**config.mk**
```make
export PLATFORM = sky130hd
export DESIGN_NAME = fib_index
export DESIGN_NICKNAME = d
export VERILOG_FILES = /design/src/rtl/fib_pkg.sv /design/src/rtl/fib_index.sv
export SDC_FILE = /design/constraint.sdc
export NUM_CORES = 1
export LEC_CHECK = 0
export ABC_AREA = 1
export CAP_MARGIN = 10
export CORE_MARGIN = 10
export CORE_UTILIZATION = 59
export DETAILED_ROUTE_END_ITERATION = 7
export GPL_TIMING_DRIVEN = 1
export PLACE_DENSITY = 0.8
export RECOVER_POWER = 25
export SLEW_MARGIN = 30
export SYNTH_ARGS = -nofsm -noshare
export SYNTH_HDL_FRONTEND = slang
export SYNTH_SLANG_ARGS = --single-unit
```
**constraint.sdc**
```tcl
create_clock -name clk -period 2.2 [get_ports clk]
set_input_delay 0.44 -clock clk [delete_from_list [all_inputs] [get_ports clk]]
set_output_delay 0.44 -clock clk [all_outputs]
set_load 0.02 [all_outputs]
```
**src/rtl/fib_pkg.sv**
```systemverilog
// Shared definitions for the Fibonacci generator / inverse-Fibonacci pair:
// one-hot controller state encodings and the default index width.
package fib_pkg;

    localparam int FIB_IW_DEFAULT = 7;

    typedef enum logic [2:0] {
        IDLE   = 3'b001,
        SEARCH = 3'b010,
        DONE   = 3'b100
    } fib_state_t;

endpackage : fib_pkg

```
**src/rtl/fib_index.sv**
```systemverilog
// Inverse Fibonacci unit: returns the largest k with fib(k) <= value and an exact-match flag.
// Optional remainder output (value - fib(k)) enabled by defining FIB_INDEX_REM_EN.
module fib_index
    import fib_pkg::*;
#(
    parameter int N  = 16,
    parameter int IW = FIB_IW_DEFAULT
) (
    input  logic          clk,
    input  logic          rst,
    input  logic          start,
    input  logic [N-1:0]  value,
    output logic          ready,
    output logic          done,
    output logic [IW-1:0] idx,
    output logic          is_fib
`ifdef FIB_INDEX_REM_EN
    ,
    output logic [N-1:0]  rem
`endif
);

    fib_state_t    state_reg, state_next;
    logic [N-1:0]  v_reg;
    logic [N:0]    t0_reg, t1_reg;
    logic [IW-1:0] k_reg;
    logic [IW-1:0] idx_reg;
    logic          is_fib_reg;
    logic          accept;
    logic          search_end;

    assign accept     = (state_reg == IDLE) && start;
    // t1 is one bit wider than v, so the compare is done against zero-extended v.
    assign search_end = (state_reg == SEARCH) && (t1_reg > {1'b0, v_reg});

    always_ff @(posedge clk) begin
        if (!rst) begin
            state_reg <= IDLE;
        end else begin
            state_reg <= state_next;
        end
    end

    always_comb begin
        state_next = state_reg;
        ready      = 1'b0;
        done       = 1'b0;
        case (state_reg)
            IDLE: begin
                ready = 1'b1;
                if (start) begin
                    state_next = SEARCH;
                end
            end
            SEARCH: begin
                if (search_end) begin
                    state_next = DONE;
                end
            end
            DONE: begin
                done       = 1'b1;
                state_next = IDLE;
            end
            default: state_next = IDLE;
        endcase
    end

    always_ff @(posedge clk) begin
        if (!rst) begin
            v_reg      <= '0;
            t0_reg     <= '0;
            t1_reg     <= '0;
            k_reg      <= '0;
            idx_reg    <= '0;
            is_fib_reg <= 1'b0;
        end else if (accept) begin
            v_reg  <= value;
            t0_reg <= '0;
            t1_reg <= (N+1)'(1);
            k_reg  <= '0;
        end else if (state_reg == SEARCH) begin
            if (search_end) begin
                idx_reg    <= k_reg;
                is_fib_reg <= (t0_reg == {1'b0, v_reg});
            end else begin
                // Invariant t0=fib(k), t1=fib(k+1) with t1 <= v, so the sum fits N+1 bits.
                t0_reg <= t1_reg;
                t1_reg <= t0_reg + t1_reg;
                k_reg  <= k_reg + IW'(1);
            end
        end
    end

    assign idx    = idx_reg;
    assign is_fib = is_fib_reg;

`ifdef FIB_INDEX_REM_EN
    logic [N-1:0] rem_reg;

    always_ff @(posedge clk) begin
        if (!rst) begin
            rem_reg <= '0;
        end else if (search_end) begin
            rem_reg <= v_reg - t0_reg[N-1:0];
        end
    end

    assign rem = rem_reg;
`endif

    // A wrapped N+1-bit sum would show up as the sequence going backwards.
    a_no_overflow : assert property (@(posedge clk) disable iff (!rst)
        (state_reg == SEARCH) |-> (t1_reg >= t0_reg));

endmodule : fib_index

```
# After elaboration in Yosys (flattened, before gate mapping)
# Cells that the tools add are included.
# op_classes
addsub,2
multipliers,0
div_mod_pow,0
order_cmp,1
n_eq_ne,7
shift,0
muxes,8
n_bitwise,3
reduce_logical,8
# ops
cell,count
adder 17 bit,1
== test 17 x 16 -> 1 bit,1
> comparator 17 x 16 -> 1 bit,1
"adder 7 x 1 -> 7 bit, second input constant",1
two-way mux 3 bit,2
"!= test 2 bit, second input constant",3
one-hot mux 3 bit (2 select lines),1
AND reduction 2 bit,3
two-way mux 1 bit,5
"== test 3 x 1 -> 1 bit, second input constant",1
"== test 3 x 2 -> 1 bit, second input constant",1
"== test 3 bit, second input constant",1
NOT 1 bit,3
AND reduction 3 bit,1
logical AND 1 bit,2
nonzero test 2 bit,1
OR reduction 2 bit,1
# totals
regBits,68
latchBits,0
ram_bits,0
rom_bits,0
input_bits,19
output_inout_bits,10
wordCells,37
n_memories,0

# Logic depth before layout (Yosys ltp)
# logic_depth
word_depth,5
depth_mapped,16
mapped_depth_nobuf,15

# Least setup slack after synthesis
# OpenSTA, ideal clock, no wires.
# synth_path
path_type,flip-flop to flip-flop
from,register v_reg[8]
to,register t0_reg[0]
setup_time_ns,0.116
arrival_ns,1.708
path_slack_ns,0.376
stages_incl_launch_ff,15
n_path_buf,1
cell_sequence,dfxtp_1 > inv_1 > ha_1 > nand2_1 > nor2_2 > nand3_1 > nor2_1 > nor2_2 > nand2_4 > nand2_4 > nand2_8 > inv_8 > buf_8 > nor2_1 > nor2_1
# synth_via
elab_chain_len,4
# synth_lines
item,line_no,source
"start, declared",fib_index.sv:24,logic [N-1:0] v_reg;
"start signal, assigned",fib_index.sv:77,v_reg <= value;
> comparator 17 x 16 -> 1 bit,fib_index.sv:34,"assign search_end = (state_reg == SEARCH) && (t1_reg > {1'b0, v_reg});"
logical AND 1 bit,fib_index.sv:34,
NOT 1 bit (no line),-,
AND reduction 2 bit (no line),-,
"end signal, assigned",fib_index.sv:87,t0_reg <= t1_reg;
"end, declared",fib_index.sv:25,"logic [N:0] t0_reg, t1_reg;"
# Every way passes these cells.
# A chain may end at the register's enable or synchronous reset.

# Worst setup path after layout
# layout_path
from,register v_reg[14]
to,register k_reg[1]
# layout_via
elab_chain_len,4
# layout_lines
item,line_no,source
> comparator 17 x 16 -> 1 bit,fib_index.sv:34,
logical AND 1 bit,fib_index.sv:34,
NOT 1 bit (no line),-,
AND reduction 2 bit (no line),-,
"end signal, assigned",fib_index.sv:89,k_reg <= k_reg + IW'(1);
"end, declared",fib_index.sv:26,logic [IW-1:0] k_reg;
# Every way passes these cells.

==> impl_metrics.tcl <==
set metrics [dict create \
    status "finished, final reports clean" \
    cts_made_buffers 9 \
    core_um2 6760 \
    hpwl_um 7500 \
    ys_ff_latch 68 \
    ys_types 33 \
    drive_gt1_share_pct 7.68 \
    path_common_cell "nand2_1" \
    dpl.cell_count 685 \
    placement.io_buffers 28 \
    ant_nets 0 \
    tightest_slew_ps 640 \
    grt_first_pass_wirelength_um 17300 \
    vias 4017 \
    fill_cells 533 \
    clock_latency_ps 350 \
    slew_violations 0 \
    power_switching_uw 868 \
    tritoncts "done" \
    crit_buf_inv 1 \
    p_int_uw 2220 \
    cts_max_level 3 \
    fin_crit_ps 2130 \
    p_sw_share_pct 28.1 \
    max_freq_mhz 469 \
    cap_violations 0 \
    slew_headroom_pct 57.3 \
    synth_cells 584 \
    synthArstFlopShare_pct 0 \
    wl_per_cell_um 15.7 \
    layout.cells.non_filler 705 \
    gp_congestion 0.839 \
    crit_arrival_ps 2380 \
    grt_antenna_before_repair 0 \
    die_h_um 103 \
    p_leak_uw 0.00214 \
    clock_power_share_pct 41.9 \
    die_x_um 103 \
    p_per_area_nw_per_um2 650 \
    diodes 0 \
    grt-ovfl-total 0 \
    drtIter0Drc 291 \
    nNetsFinal 673 \
    seqPwrFrac_pct 42.4 \
    rows 30 \
    viasPerCell 5.70 \
    critPathSlowestCell "dfxtp_1" \
    reg2reg_from "v_reg[14]$_SDFFE_PN0P_" \
    cp-end-kind "flop" \
    die_area_um2 10600 \
    finalCritPeriodShare_pct 97.0 \
    ir_drop_mv 0.318 \
    critPathLaunch "v_reg[14]$_SDFFE_PN0P_" \
    crit_path_max_incr_delay_ps 360 \
    syn_area_per_cell_um2 6.97 \
    finalClockSkew_ps 7.38 \
    syn_area_um2 4070 \
    cts-root-buf "clkbuf_8" \
    ys_warn_count 0 \
    start_util_pct 60.2 \
    crit_chain "inv_1 > ha_1 > nand2_1 > nand2_1 > a21oi_1 > nand2_1 > nor2_2 > nand2_4 > nand2_8 > nand2_8 > o21ai_0 > nor2_1" \
    totalWireLength_um 11000 \
    finalSetupViolCount 0 \
    max-clock-path-buffers 2 \
    drc_errors 0 \
    path_class "flop to flop" \
    crit_family "simple AND/OR/NAND/NOR gates" \
    pwr-share-comb_pct 15.6 \
    cts_sinks 68 \
    hold_path.class "flop to flop" \
    dr.pass1.iters 5 \
    startpoint_type "flop" \
    grt_pass1_vias 3809 \
    clk_pin_slew_ps 80 \
    boundaryPins 29 \
    grt_max_degree 44 \
    hold_path.startpoint "idx[1]$_SDFFE_PN0P_" \
    fin_hold_ws_ps 465 \
    critPathRequiredTime_ps 2440 \
    grt_usage_pct 20.3 \
    worstPathMaxFanout 21 \
    synthFlopType "dfxtp_1" \
    synth_nets 637 \
    ys_seq_area_share_pct 33.5 \
    synth_edf_count 0 \
    syn2layout_area_growth_pct 16.6 \
    finalHoldViolations 0 \
]
==> metal layers <==
metal	track usage (%)	share of wire, %	vias to the layer above
met2	34.7	49	149
met1	24.2	43	1875
met5	0	0	-
li1	-	-	1975
met4	9.30	1.6	0
met3	3.42	6.5	18
==> worst reg2reg max path, delay by kind of cell, from the launching register on <==
| family | cells | cell delay (ps) |
|---|---|---|
| and+or+nand+nor | 8 | 830 |
| AOI/OAI and AO/OA | 2 | 450 |
| DFF | 1 | 360 |
| adders and majority gates | 1 | 310 |
| buffers and inverters | 1 | 70 |
==> kinds of logic after synthesis <==
family / Yosys count / share of synthesized area (%)
buffers and inverters: 79 / 8.92
xor gates and xnor gates: 21 / 4.52
and+or+nand+nor: 277 / 29.1
DFF: 68 / 33.5
AOI/OAI and AO/OA: 105 / 13.3
adders and majority gates: 34 / 10.6
==> power groups by stage <==
stage          clock (uW)  sequential [uW]  combinational [uW]
2_1_floorplan           0             1330                 308
3_3_place_gp            0             1330                 418
3_5_place_dp            0             1340                 432
4_1_cts              1290             1310                 441
5_1_grt              1350             1310                 532
6_report             1290             1310                 482
==> timing repair <==
| action | 4_1_cts | 5_1_grt |
|---|---|---|
| endpoints found under the setup margin | 0 | 46 |
| setup buffers | 0 | 1 |
| hold buffers | 0 | 0 |
| resized for setup | 0 | 14 |
==> area by class of cell <==
cell class	count	area, um2	share of cell area (%)
repair buffers	40	372	7.83
clock buffers	9	124	2.61
flip-flops and latches	68	1360	28.7
multi-input cells	440	2410	50.7
clock inverters	7	124	2.61
well taps	80	100	2.11
inverters	61	255	5.38
==> per-stage QoR <==
stage | instance area, um2 | TNS, ps | worst slack, ps | util, % | total power, uW
finish | 4740 | 0 | 66.6 | 70.2 | 3090
CTS | 4650 | 0 | 34.1 | 68.9 | 3040
floorplan | 4070 | 0 | 376 | - | 1630
global route | 4740 | -1620 | -96.2 | 70.2 | 3200
detailed placement | 4400 | 0 | 66.5 | 65.2 | 1770
global placement | 4400 | 0 | 131 | 65.2 | 1750
==> worst paths after layout <==
kind	slack, ps	to	cells past startpoint
setup / recovery	70	k_reg[1]$_SDFFE_PP0P_	12
hold / removal	470	idx[1]$_SDFFE_PN0P_	2
setup reg to reg	70	k_reg[1]$_SDFFE_PP0P_	12
hold reg to reg	470	idx[1]$_SDFFE_PN0P_	2
==> placed cells by master (no fill, tap or decap), types with 2 or more instances in the layout <==
master           synthesis  final
o21ai_0                 39     37
dfxtp_1                 68     67
nand2_8                  1      3
inv_1                   58     58
nor3_1                   8      8
nor2_1                  89     88
a21oi_1                 52     52
o2111ai_1                2      2
clkdlybuf4s50_1          0     28
nor2_2                   3      3
clkbuf_8                 0      9
o21ai_1                  8     10
nand2_1                128    127
nand4_1                 11     11
or2_2                    3      3
a21o_1                   2      2
xnor2_1                  8      8
inv_2                    2      2
nand3_1                 28     28
clkinv_4                 0      2
nand2_4                  2      3
xor2_1                  13     13
ha_1                    33     32
buf_4                    1     10
bufinv_16                0      3
==> synth_stat cells (4+ instances only) <==
| cell | instances | area (um2) |
|---|---|---|
| clkbuf_1 | 9 | 33.8 |
| nand3_1 | 28 | 140 |
| ha_1 | 33 | 413 |
| nor2_1 | 89 | 334 |
| inv_1 | 58 | 218 |
| nand4_1 | 11 | 68.8 |
| o21ai_1 | 8 | 40.0 |
| nand2_1 | 128 | 480 |
| xor2_1 | 13 | 114 |
| nor3_1 | 8 | 40.0 |
| o21ai_0 | 39 | 195 |
| dfxtp_1 | 68 | 1360 |
| buf_6 | 4 | 45.0 |
| a21oi_1 | 52 | 260 |
| xnor2_1 | 8 | 70.1 |
Note: power is estimated with default switching activity, not from simulation.
